--- src/rtl/gauss_frame_writer.sv ---
// Frame writer: places the Gaussian core's interior results into a full frame RAM,
// zero-fills the one-pixel border, and pulses frame_done_o after the last write.
module gauss_frame_writer #(
   parameter int unsigned IMG_W = 320,
   parameter int unsigned IMG_H = 240,
   parameter int unsigned DW    = 8,
   parameter int unsigned AW    = 17
) (
   input  logic          clk_i,
   input  logic          rst_i,
   input  logic          frame_start_i,
   input  logic          res_valid_i,
   input  logic [DW-1:0] res_data_i,
   output logic          res_ready_o,
   output logic          mem_we_o,
   output logic [AW-1:0] mem_addr_o,
   output logic [DW-1:0] mem_data_o,
   output logic          busy_o,
   output logic          frame_done_o,
   output logic          err_o
);

   localparam int unsigned CW = (IMG_W > 2) ? $clog2(IMG_W) : 1;
   localparam int unsigned RW = (IMG_H > 2) ? $clog2(IMG_H) : 1;

   typedef enum logic [1:0] {
      S_IDLE   = 2'd0,
      S_STREAM = 2'd1,
      S_DONE   = 2'd2
   } state_t;

   state_t        state;
   logic [CW-1:0] col;
   logic [RW-1:0] row;
   logic [AW-1:0] addr;

   logic last_col;
   logic last_row;
   logic border;
   logic step;

   // Position decode from the raster counters; border pixels never wait for the source.
   assign last_col    = (col == CW'(IMG_W - 1));
   assign last_row    = (row == RW'(IMG_H - 1));
   assign border      = (row == '0) || last_row || (col == '0) || last_col;
   assign res_ready_o = (state == S_STREAM) && !border;
   assign step        = (state == S_STREAM) && (border || res_valid_i);
   assign busy_o      = (state == S_STREAM);

   always_ff @(posedge clk_i or negedge rst_i) begin
      if (!rst_i) begin
         state        <= S_IDLE;
         col          <= '0;
         row          <= '0;
         addr         <= '0;
         mem_we_o     <= 1'b0;
         mem_addr_o   <= '0;
         mem_data_o   <= '0;
         frame_done_o <= 1'b0;
         err_o        <= 1'b0;
      end else begin
         mem_we_o     <= step;
         frame_done_o <= 1'b0;
         if (step) begin
            mem_addr_o <= addr;
            mem_data_o <= border ? '0 : res_data_i;
         end
         case (state)
            S_IDLE: begin
               if (frame_start_i) begin
                  state <= S_STREAM;
                  col   <= '0;
                  row   <= '0;
                  addr  <= '0;
                  err_o <= 1'b0;
               end else if (res_valid_i) begin
                  err_o <= 1'b1;
               end
            end
            S_STREAM: begin
               // Running address tracks row*IMG_W+col without a multiplier.
               if (step) begin
                  addr <= addr + AW'(1);
                  if (last_col) begin
                     col <= '0;
                     if (last_row) begin
                        state        <= S_DONE;
                        frame_done_o <= 1'b1;
                        row          <= '0;
                        addr         <= '0;
                     end else begin
                        row <= row + RW'(1);
                     end
                  end else begin
                     col <= col + CW'(1);
                  end
               end
            end
            S_DONE: begin
               state <= S_IDLE;
               if (res_valid_i) err_o <= 1'b1;
            end
            default: state <= S_IDLE;
         endcase
      end
   end

endmodule

--- config.mk ---
export PLATFORM = sky130hd
export DESIGN_NAME = gauss_frame_writer
export DESIGN_NICKNAME = d
export VERILOG_FILES = /design/src/rtl/gauss_frame_writer.sv
export SDC_FILE = /design/constraint.sdc
export NUM_CORES = 1
export LEC_CHECK = 0
export ABC_CLOCK_PERIOD_IN_PS = 4700
export CAP_MARGIN = 0
export CORE_MARGIN = 8
export CORE_UTILIZATION = 25
export CTS_CLUSTER_DIAMETER = 50
export DETAILED_ROUTE_END_ITERATION = 8
export PLACE_DENSITY = 0.46
export SLEW_MARGIN = 5
export SYNTH_ARGS = -nofsm -noshare
export SYNTH_HDL_FRONTEND = slang
export SYNTH_SLANG_ARGS = --single-unit
--- constraint.sdc ---
create_clock -name clk_i -period 4.7 [get_ports clk_i]
set_clock_uncertainty 0.05 [all_clocks]
set_input_delay 0.47 -clock clk_i [delete_from_list [all_inputs] [get_ports clk_i]]
set_output_delay 0.47 -clock clk_i [all_outputs]
set_load 0.005 [all_outputs]
# [After elaboration in Yosys (flattened, before gate mapping)]
# Index checks and enable logic that the tools add are counted.
[op_classes] reduce_logical=15 eq_ne=8 mux=27 n_addsub=3
[op_table] cell="two-way mux 17 bit" n=4
[op_table] cell="two-way mux 8 bit" n=5
[op_table] cell="one-hot mux 17 bit (2 select lines)" n=1
[op_table] cell="two-way mux 9 bit" n=3
[op_table] cell="one-hot mux 9 bit (2 select lines)" n=1
[op_table] cell="adder 17 x 1 -> 17 bit (second input constant)" n=1
[op_table] cell="one-hot mux 8 bit (2 select lines)" n=1
[op_table] cell="adder 9 x 1 -> 9 bit (second input constant)" n=1
[op_table] cell="== test 9 bit (second input constant)" n=1
[op_table] cell="zero test 9 bit" n=1
[op_table] cell="adder 8 x 1 -> 8 bit (second input constant)" n=1
[op_table] cell="== test 8 bit (second input constant)" n=1
[op_table] cell="zero test 8 bit" n=1
[op_table] cell="two-way mux 2 bit" n=4
[op_table] cell="AND reduction 4 bit" n=2
[op_table] cell="two-way mux 1 bit" n=6
[op_table] cell="!= test 2 x 1 -> 1 bit (second input constant)" n=3
[op_table] cell="logical OR 1 bit" n=4
[op_table] cell="one-hot mux 2 bit (2 select lines)" n=1
[op_table] cell="nonzero test 2 bit" n=2
[op_table] cell="AND reduction 3 bit" n=1
[op_table] cell="== test 2 x 1 -> 1 bit (second input constant)" n=1
[op_table] cell="== test 2 bit (second input constant)" n=1
[op_table] cell="logical AND 1 bit" n=2
[op_table] cell="other kinds (4)" n=4
[totals] ff_bits=64 word_cells=62 output_inout_bits=30 inputBits=12

# [Depth between registers and ports, before layout]
# Gate-level depths: netlist of the first run.
[depth] word_depth=8 ltp_mapped=9 depth_no_buf=8

# [Worst setup path before layout of the first run]
# Ideal clock, no wire load.
[synth_timing] path_kind="reg2out" startpoint="register col[1]" endpoint="output res_ready_o" stages_incl_launch_ff=7 required_ns=4.180 arrival_ns=1.587 path_slack_ns=2.593 n_path_buf=1 path_cell_list="dfrtp_1 > ha_1 > nand3_2 > or3_4 > and2_4 > clkbuf_1 > and2_1"
[synth_between] elab_chain_len=5 elab_cells_between_ends=6 cone_classes="1 x eq/ne; 5 x reduce/logical"
[synth_lines] item="from (decl)" line_no="33" rtl="logic [CW-1:0] col;"
[synth_lines] item="from (signal assigned)" line_no="95" rtl="col <= col + CW'(1);"
[synth_lines] item="zero test 9 bit" line_no="45" rtl="assign border = (row == '0) || last_row || (col == '0) || last_col;"
[synth_lines] item="logical OR 1 bit" line_no="45"
[synth_lines] item="logical OR 1 bit (*)" line_no="45"
[synth_lines] item="zero test 1 bit (*)" line_no="46" rtl="assign res_ready_o = (state == S_STREAM) && !border;"
[synth_lines] item="logical AND 1 bit (*)" line_no="46"
[synth_lines] item="to (decl)" line_no="14" rtl="output logic res_ready_o,"
# Mark *: on every way between the ends. The rest lies on a longest branch, timed or not.

# [Final worst setup path of the first run]
[layout_timing] startpoint="register row[0]" endpoint="register mem_data_o[3]"
[layout_between] elab_chain_len=6 elab_cells_between_ends=8 cone_classes="1 x eq/ne; 1 x mux; 6 x reduce/logical"
[layout_lines] item="from (decl)" line_no="34" rtl="logic [RW-1:0] row;"
[layout_lines] item="from (signal assigned)" line_no="92" rtl="row <= row + RW'(1);"
[layout_lines] item="== test 8 bit or zero test 8 bit (tied branches)" line_no="44, 45"
[layout_lines] item="logical OR 1 bit (*) (3 in a row)" line_no="45"
[layout_lines] item="logical OR 1 bit (*)" line_no="47" rtl="assign step = (state == S_STREAM) && (border || res_valid_i);"
[layout_lines] item="logical AND 1 bit (*)" line_no="47"
[layout_lines] item="via step" line_no="40" rtl="logic step;"
[layout_lines] item="to (signal assigned)" line_no="66" rtl="mem_data_o <= border ? '0 : res_data_i;"
[layout_lines] item="to (decl)" line_no="17" rtl="output logic [DW-1:0] mem_data_o,"
# The timed path passes the listed nets; every way through them passes the cells marked *.
# A chain may end at the register's enable or synchronous reset.

==> impl_metrics.csv, run 1 <==
group,metric,value,unit
run_status,status,"completed",
route,wire_per_inst,15.90,um
logic_synthesis,syn_area_per_cell,10.64,um^2
timing,setup_violations,0,
logic_synthesis,synth_cell_type_count,55,
die,dieArea,16920,um^2
die,rows,41,
place,place.gp.congestion,0.7705,
clocking,cts.sinks,64,
finish,fin_nets,363,
route,wl,8317,um
hold_path,hp-class,"primary input to asynchronous set/reset pin",
worst_setup_path,cp_max_fo,20,
timing,fin_tns_setup,0,ps
die,chipWidth,130.1,um
power,clkPwrFrac,33.5,%
clocking,cts.path.max_buffers,2,
logic_synthesis,synth.largest_area_cell,"dfrtp_1",
route,via_per_inst,4.870,
logic_synthesis,synthFlopType,"dfrtp_1",
worst_setup_path,criticalPathCategory,"flop to flop",
timing,max_freq,0.3051,GHz
finish,drive_gt1_share,15.10,%
clocking,cts_htree_levels,3,
power,switching_share,28.90,%
global_routing,grt_max_degree,34,
timing,maxSlewHeadroom,32.84,%
worst_setup_path,critPathRequiredTime,4850,ps
worst_setup_path,arrival,3430,ps
flow_run,cap_viol_max_count,0,
global_routing,antenna_found_initial,0,
power,p_sw,540.2,uW
clocking,cts_setup_buffers,0,
timing,fin_crit_sh,69.73,%
power,intPower,1329,uW
timing,slew_viol_final,0,
die,start_util,25.68,%
logic_synthesis,ys_seq_area_share,49.21,%
route,drt_iter0_markers,161,
finish,num_antenna_cells,0,
route,drt_pass1_iterations,4,
logic_synthesis,postSynthRegisterBits,64,
clocking,hold_buffers,0,
logic_synthesis,synth_top_area_share,49.21,%
clocking,cts_tree,"done",
timing,hold_violations,0,
timing,hold_ws,176.7,ps
power,p_per_area,455.3,nW/um^2
timing,final.min_clock_period,3277,ps
die,pin_count,42,
logic_synthesis,synth_cells,306,
route,final_antenna_net_count,0,
global_routing,first_global_vias,2563,
place,dp.final_hpwl,5591,um
timing,tightest_slew,1001,ps
clocking,clock_latency,320,ps
power,power_leakage,0.001716,uW
place,port_buffers,41,
power,p_comb_share,22.9,%
global_routing,grt_usage,10.57,%
logic_synthesis,synth_nets,323,
route,drc,0,
clocking,cts.reportedPaths.clkPinSlew,50,ps
power,irDropWorstVdd,0.1870,mV
clocking,cts_resized,0,
logic_synthesis,syn_area,3254,um^2
global_routing,grt_pass1_wl,13880,um
worst_setup_path,start_kind,"flop",
global_routing,overflow,0,
power,seq_power_share,43.6,%
die,core,12670,um^2
logic_synthesis,synth_edf_count,0,
die,dieHeight,130.1,um
clocking,cts_buffers,9,
logic_synthesis,synth_warnings,0,
route,vias,2547,
finish,syn_to_final_growth,26.14,%
logic_synthesis,async_reset_ff_share,100.0,%
logic_synthesis,synthTopCellsByArea,"dfrtp_1 49%, mux2_2 8.7%, and3_1 2.7%, o21ai_0 2.6%, a2bb2oi_1 2.4%",
timing,grt_setup_unrepaired,"no",
clocking,cts_root_buf,"clkbuf_16",
worst_setup_path,endpoint_kind,"flop",
## cell usage in the layout (no fill, tap or decap), types with 2 or more instances in the layout
cell type / instances
mux2i_1: 2
nor2_1: 15
a21boi_0: 9
a221o_1: 2
a22o_1: 2
nand4b_1: 2
inv_1: 11
o21a_1: 2
nand2_1: 18
a2bb2oi_1: 9
a2111oi_0: 2
a21o_1: 4
a31oi_1: 5
a211oi_1: 9
mux2_2: 25
o31ai_1: 5
clkdlybuf4s50_1: 40
a32o_1: 3
dfrtp_1: 64
or2_2: 2
nor3_1: 5
nor4b_1: 3
nor2b_1: 3
a21oi_1: 5
clkbuf_8: 3
nor4_1: 3
buf_4: 2
o221ai_1: 3
o22a_1: 2
nand3_1: 15
or3_1: 2
clkinv_2: 3
nand4_1: 2
ha_1: 5
clkbuf_16: 9
nand2b_1: 4
o21ai_0: 17
and3_1: 14
## cell usage after synthesis (all sizes together), types with 2 or more instances
master,count
ha,5
a2bb2oi,9
inv,12
a21o,4
dfrtp,64
o31ai,6
nor4b,3
or2,2
nor2,15
a21oi,5
a221o,2
mux2i,2
o221ai,3
nand2b,4
buf,7
nor4,3
o22a,2
nand4,2
o21a,2
and3,14
a31oi,5
nor3,5
a211oi,9
a32o,3
nand4b,2
o21ai,19
or3,3
mux2,25
nand2,18
and2,2
a22o,2
nor2b,3
a2111oi,3
a21boi,9
clkbuf,7
nand3,16
## layer usage
metal  up-vias  track usage, %  wire length, um
met3         7           2.530              373
met5         -               0                0
met4         0           4.303              116
li1       1231               -                -
met2        46           16.45             3943
met1      1263           13.77             3883
## worst max-delay path, cell delays in order, from the launching register on
cell	delay [ps]
dfrtp_1	430
ha_1	260
nand4b_1	150
o21ba_2	170
and3_1	700
a21o_1	780
inv_2	260
mux2_2	340
## per-stage QoR
step | area, um^2 | worst slack (ps) | total power (uW) | utilization, % | instances
2_1_floorplan | 3254 | 2593 | 1063 | - | 306
3_3_place_gp | 3820 | 1326 | 1254 | 30.15 | 507
3_5_place_dp | 3820 | 1258 | 1261 | 30.15 | 507
4_1_cts | 4105 | 1420 | 1904 | 32.40 | 523
5_1_grt | 4105 | 1228 | 1996 | 32.40 | 523
6_report | 4105 | 1423 | 1869 | 32.40 | 523
## cell type report
cell class / instances / area, um^2
timing repair buffer: 43 / 420.4
inverter: 13 / 48.80
clock buffer: 13 / 270.3
clock inverter: 3 / 15.01
sequential: 64 / 1602
multi-input combinational: 215 / 1534
tap: 172 / 215.2
fill: 1314 / 8566
## state kept, by name, indices dropped and copies added, names as in the netlist
register      cells
addr             17
col               9
err_o             1
frame_done_o      1
mem_addr_o       17
mem_data_o        8
mem_we_o          1
row               8
state             2
## power groups by stage
stage	registers [uW]	logic, uW	clock network [uW]
finish	815	429	626
floorplan	789	273	0
CTS	818	437	649
detailed placement	827	434	0
global route	841	480	675
global placement	823	431	0
## logic make-up (layout without fill, tap and decap cells)
family	Yosys count	count (layout)	synth area share (%)
AND/OR/NAND/NOR	93	93	15.34
AO/OA/AOI/OAI	89	89	20.18
flip-flops	64	64	49.21
multiplexers	27	27	9.266
buffers and inverters	27	72	3.806
adder cells (fa/ha/maj)	5	5	1.922
XOR/XNOR	1	1	0.2692
## path summary, 6_finish.rpt
check | startpoint | to | slack (ps) | cells past startpoint
setup / recovery | row[0] | mem_data_o[3] | 1420 | 7
hold / removal | rst_i | mem_data_o[7] | 180 | 1
setup reg to reg | row[0] | mem_data_o[3] | 1420 | 7
hold reg to reg | mem_addr_o[10] | mem_addr_o[10] | 450 | 1
max in group asynchronous | rst_i | col[4] | 3480 | 2
min in group clk_i | mem_addr_o[10] | mem_addr_o[10] | 450 | 1
Note: power is estimated with default switching activity, not from simulation.
==> inputs of run 2 (changes only) <==
ABC_CLOCK_PERIOD_IN_PS = 3350   (was 4700)
clock period = 3.35 ns   (was 4.7 ns; I/O delays follow)
==> impl_metrics.csv, run 2 (synthesized netlist as in run 1, its figures left out) <==
group,metric,value,unit
timing,fin_tns_setup,0,ps
finish,layout_common_cells,"64 x dfrtp_1, 40 x clkdlybuf4s50_1, 25 x mux2_2",
die,dieArea,16920,um^2
power,intPower,1832,uW
global_routing,grt_pass1_wl,13830,um
clocking,cts.reportedPaths.clkPinSlew,50,ps
route,wl,8227,um
place,port_buffers,41,
finish,fin_nets,371,
power,switching_share,29.69,%
timing,worst_slack,535.8,ps
worst_setup_path,start_kind,"flop",
timing,max_freq,0.3553,GHz
timing,hold_violations,0,
clocking,cts_tree,"done",
timing,slew_viol_final,0,
finish,drive_gt1_share,16.43,%
global_routing,grt_usage,10.48,%
worst_setup_path,cp_max_fo,21,
flow_run,cap_viol_max_count,0,
route,final_antenna_net_count,0,
global_routing,grt_max_degree,33,
power,p_per_area,627.5,nW/um^2
clocking,cts_buffers,9,
hold_path,hp-class,"primary input to asynchronous set/reset pin",
die,dieHeight,130.1,um
place,dp.final_hpwl,5555,um
worst_setup_path,endpoint_kind,"output pin",
finish,final_common_cell,"dfrtp_1",
timing,final.min_clock_period,2814,ps
route,drt_iter0_markers,126,
die,pin_count,42,
worst_setup_path,arrival,2430,ps
clocking,cts_htree_levels,3,
place,dp_slack,869.6,ps
power,clkPwrFrac,33.1,%
timing,fin_crit_sh,84.01,%
timing,tightest_slew,757.1,ps
clocking,cts_resized,0,
finish,filler_cell_count,1307,
clocking,cts.sinks,64,
die,chipWidth,130.1,um
power,irDropWorstVdd,0.2579,mV
route,via_per_inst,4.857,
die,rows,41,
timing,grt_setup_unrepaired,"no",
global_routing,overflow,0,
worst_setup_path,rrSetupSlack,900,ps
global_routing,first_global_vias,2656,
worst_setup_path,r2r_start,"row[0]",
power,p_sw,773.5,uW
die,start_util,25.68,%
die,core,12670,um^2
finish,reg_top3,"addr: 17 flops, mem_addr_o: 17 flops, col: 9 flops",
run_status,status,"completed",
power,power_leakage,0.001742,uW
route,wire_per_inst,15.49,um
route,vias,2579,
finish,syn_to_final_growth,27.57,%
route,drc,0,
finish,num_antenna_cells,0,
clocking,cts_root_buf,"clkbuf_16",
clocking,clock_latency,330,ps
worst_setup_path,criticalPathCategory,"flop to output pin",
place,place.gp.congestion,0.7743,
worst_setup_path,reg2reg_to,"addr[12]",
timing,hold_ws,22.83,ps
power,p_comb_share,23.2,%
clocking,cts_setup_buffers,0,
clocking,hold_buffers,0,
worst_setup_path,r2r_cells,6,
power,power.total,2605,uW
route,drt_pass1_iterations,4,
power,seq_power_share,43.7,%
worst_setup_path,critPathRequiredTime,2960,ps
clocking,cts.path.max_buffers,2,
timing,setup_violations,0,
timing,maxSlewHeadroom,49.53,%
global_routing,antenna_found_initial,0,
## run 2: cell type report
type	instances	area (um^2)	area share [%]
repair buffers	51	480.5	11.57
clock buffers	12	246.5	5.937
multi-input cells	215	1529	36.83
well taps	172	215.2	5.184
inverters	13	48.80	1.175
clock inverters	4	30.03	0.7233
flip-flops and latches	64	1602	38.58
## run 2: worst max-delay path by stage
stage	from	to	cells after the start
final	col[1]	res_ready_o	6
after detailed placement	col[1]	res_ready_o	6
after global routing	row[1]	res_ready_o	6
after CTS	col[1]	res_ready_o	6
after global placement	col[1]	res_ready_o	6
after floorplan	row[0]	mem_data_o[0]	8
## run 2: layer usage
layer  GRT usage, %  part of all wire (%)  vias up
met5              0                     0        -
met4          6.352                   2.3        0
met3          1.836                   3.9       11
met2          16.06                    47       44
met1          13.52                    47     1281
li1               -                     -     1243
## run 2: stage by stage
step                util (%)  instance area [um^2]  std cells
finish                 32.76                  4151        531
global route           32.76                  4151        531
CTS                    32.76                  4151        531
detailed placement     30.58                  3875        515
global placement       30.58                  3875        515
floorplan                  -                  3254        306
## run 2: power groups by stage
| stage | registers [uW] | clock network, uW | logic [uW] |
|---|---|---|---|
| final | 1140 | 863 | 605 |
| after detailed placement | 1160 | 0 | 611 |
| after CTS | 1140 | 895 | 617 |
| after global routing | 1180 | 918 | 685 |
| after global placement | 1150 | 0 | 610 |
| after floorplan | 1110 | 0 | 383 |
## run 2: worst max-delay path, cell delays in order, from the launching register on
cell             delay (ps)
dfrtp_1                 370
ha_1                    210
nand3_2                 160
or3_4                   450
and2_4                  270
and2_1                  180
clkdlybuf4s50_1         450
==> inputs of run 3 (changes only) <==
ABC_CLOCK_PERIOD_IN_PS = 2750   (was 3350)
clock period = 2.75 ns   (was 3.35 ns; I/O delays follow)
==> impl_metrics.csv, run 3 (synthesized netlist as in run 1, its figures left out) <==
group,metric,value,unit
die,start_util,25.68,%
global_routing,grt_max_degree,31,
global_routing,first_global_vias,2687,
power,intPower,2412,uW
route,wire_per_inst,15.30,um
clocking,cts.path.max_buffers,2,
power,clkPwrFrac,36.7,%
timing,grt_setup_unrepaired,"no",
place,place.gp.congestion,0.7816,
die,rows,41,
clocking,cts_tree,"done",
worst_setup_path,critPathRequiredTime,2420,ps
finish,fin_nets,378,
timing,tightest_slew,654.1,ps
place,dp_slack,313.6,ps
clocking,cts_root_buf,"clkbuf_16",
timing,setup_violations,0,
power,p_per_area,786.8,nW/um^2
route,drt_iter0_markers,191,
power,seq_power_share,41.3,%
timing,max_freq,0.3750,GHz
worst_setup_path,start_kind,"flop",
finish,fin_util,33.70,%
die,dieArea,16920,um^2
die,pin_count,42,
timing,hold_violations,0,
power,power.total,3360,uW
die,dieHeight,130.1,um
clocking,clock_latency,330,ps
power,switching_share,28.22,%
finish,drive_gt1_share,18.85,%
global_routing,overflow,0,
route,vias,2588,
global_routing,grt_pass1_wl,13970,um
timing,maxSlewHeadroom,56.02,%
hold_path,hp-class,"primary input to asynchronous set/reset pin",
timing,fin_tns_setup,0,ps
finish,final_common_cell,"dfrtp_1",
clocking,cts.sinks,64,
power,power_leakage,0.001800,uW
worst_setup_path,endpoint_kind,"output pin",
timing,worst_slack,83.38,ps
global_routing,antenna_found_initial,0,
power,p_sw,948.3,uW
power,p_comb_share,22.0,%
timing,fin_crit_sh,96.97,%
worst_setup_path,arrival,2340,ps
route,drc,0,
route,wl,8233,um
finish,num_antenna_cells,0,
finish,syn_to_final_growth,31.22,%
clocking,cts_htree_levels,3,
finish,reg_top3,"addr: 17 flops, mem_addr_o: 17 flops, col: 9 flops",
flow_run,cap_viol_max_count,0,
place,dp.final_hpwl,5581,um
worst_setup_path,cp_max_fo,11,
route,final_antenna_net_count,0,
die,core,12670,um^2
timing,final.min_clock_period,2667,ps
clocking,cts_buffers,9,
route,drt_pass1_iterations,4,
clocking,cts.reportedPaths.clkPinSlew,50,ps
finish,layout_common_cells,"64 x dfrtp_1, 40 x clkdlybuf4s50_1, 25 x mux2_2",
power,irDropWorstVdd,0.2837,mV
worst_setup_path,criticalPathCategory,"flop to output pin",
global_routing,grt_usage,10.61,%
die,chipWidth,130.1,um
route,via_per_inst,4.810,
run_status,status,"completed",
timing,slew_viol_final,0,
place,port_buffers,41,
-- run 3: timing repair --
item,4_1_cts,5_1_grt
resized for setup,2,1
hold buffers,1,0
buffers inserted,1,1
endpoints found under the setup margin,1,1
pin swaps,1,0
hold endpoints to repair,22,0
gates cloned,1,0
-- run 3: area by class of cell --
| type | instances | area (um^2) |
|---|---|---|
| inverters | 13 | 48.80 |
| multi-input cells | 216 | 1543 |
| clock buffers | 10 | 239.0 |
| fillers | 1322 | 8401 |
| well taps | 172 | 215.2 |
| repair buffers | 57 | 540.5 |
| flip-flops and latches | 64 | 1602 |
| clock inverters | 6 | 82.58 |
-- run 3: routing by layer --
| layer | global-route usage (%) | vias to the layer above | wire (um) |
|---|---|---|---|
| met2 | 16.18 | 53 | 3714 |
| met4 | 6.011 | 0 | 180 |
| met1 | 13.71 | 1259 | 4037 |
| li1 | - | 1266 | - |
| met5 | 0 | - | 0 |
| met3 | 2.203 | 10 | 301 |
-- run 3: worst paths after layout --
| kind | startpoint | to | slack [ps] | cells after the start |
|---|---|---|---|---|
| setup reg to reg | col[1] | addr[14] | 280 | 7 |
| max in group asynchronous | rst_i | mem_addr_o[6] | 1630 | 3 |
| setup / recovery | col[1] | res_ready_o | 80 | 6 |
| hold / removal | rst_i | mem_data_o[7] | 420 | 2 |
| hold reg to reg | mem_addr_o[14] | mem_addr_o[14] | 450 | 1 |
| min in group clk_i | mem_addr_o[14] | mem_addr_o[14] | 450 | 1 |
-- run 3: worst max-delay path, cell delays in order (launching register included) --
cell and delay, ps:
dfrtp_1 380, ha_1 210, nand3_2 160, or3_4 410
and2_4 220, and2_1 180, clkdlybuf4s50_1 440
-- run 3: metrics by stage --
| stage | hold slack (ps) | cell area [um^2] | std cells |
|---|---|---|---|
| 2_1_floorplan | -70.59 | 3254 | 306 |
| 3_3_place_gp | 256.7 | 3910 | 518 |
| 3_5_place_dp | 258.5 | 3910 | 518 |
| 4_1_cts | 441.3 | 4260 | 537 |
| 5_1_grt | 478.1 | 4270 | 538 |
| 6_report | 423.4 | 4270 | 538 |
-- run 3: power groups by stage --
stage / Clock, uW / Combinational [uW] / Sequential, uW
6_report: 1230 / 738 / 1390
5_1_grt: 1310 / 838 / 1430
4_1_cts: 1270 / 753 / 1390
3_5_place_dp: 0 / 745 / 1410
3_3_place_gp: 0 / 746 / 1400
2_1_floorplan: 0 / 467 / 1350
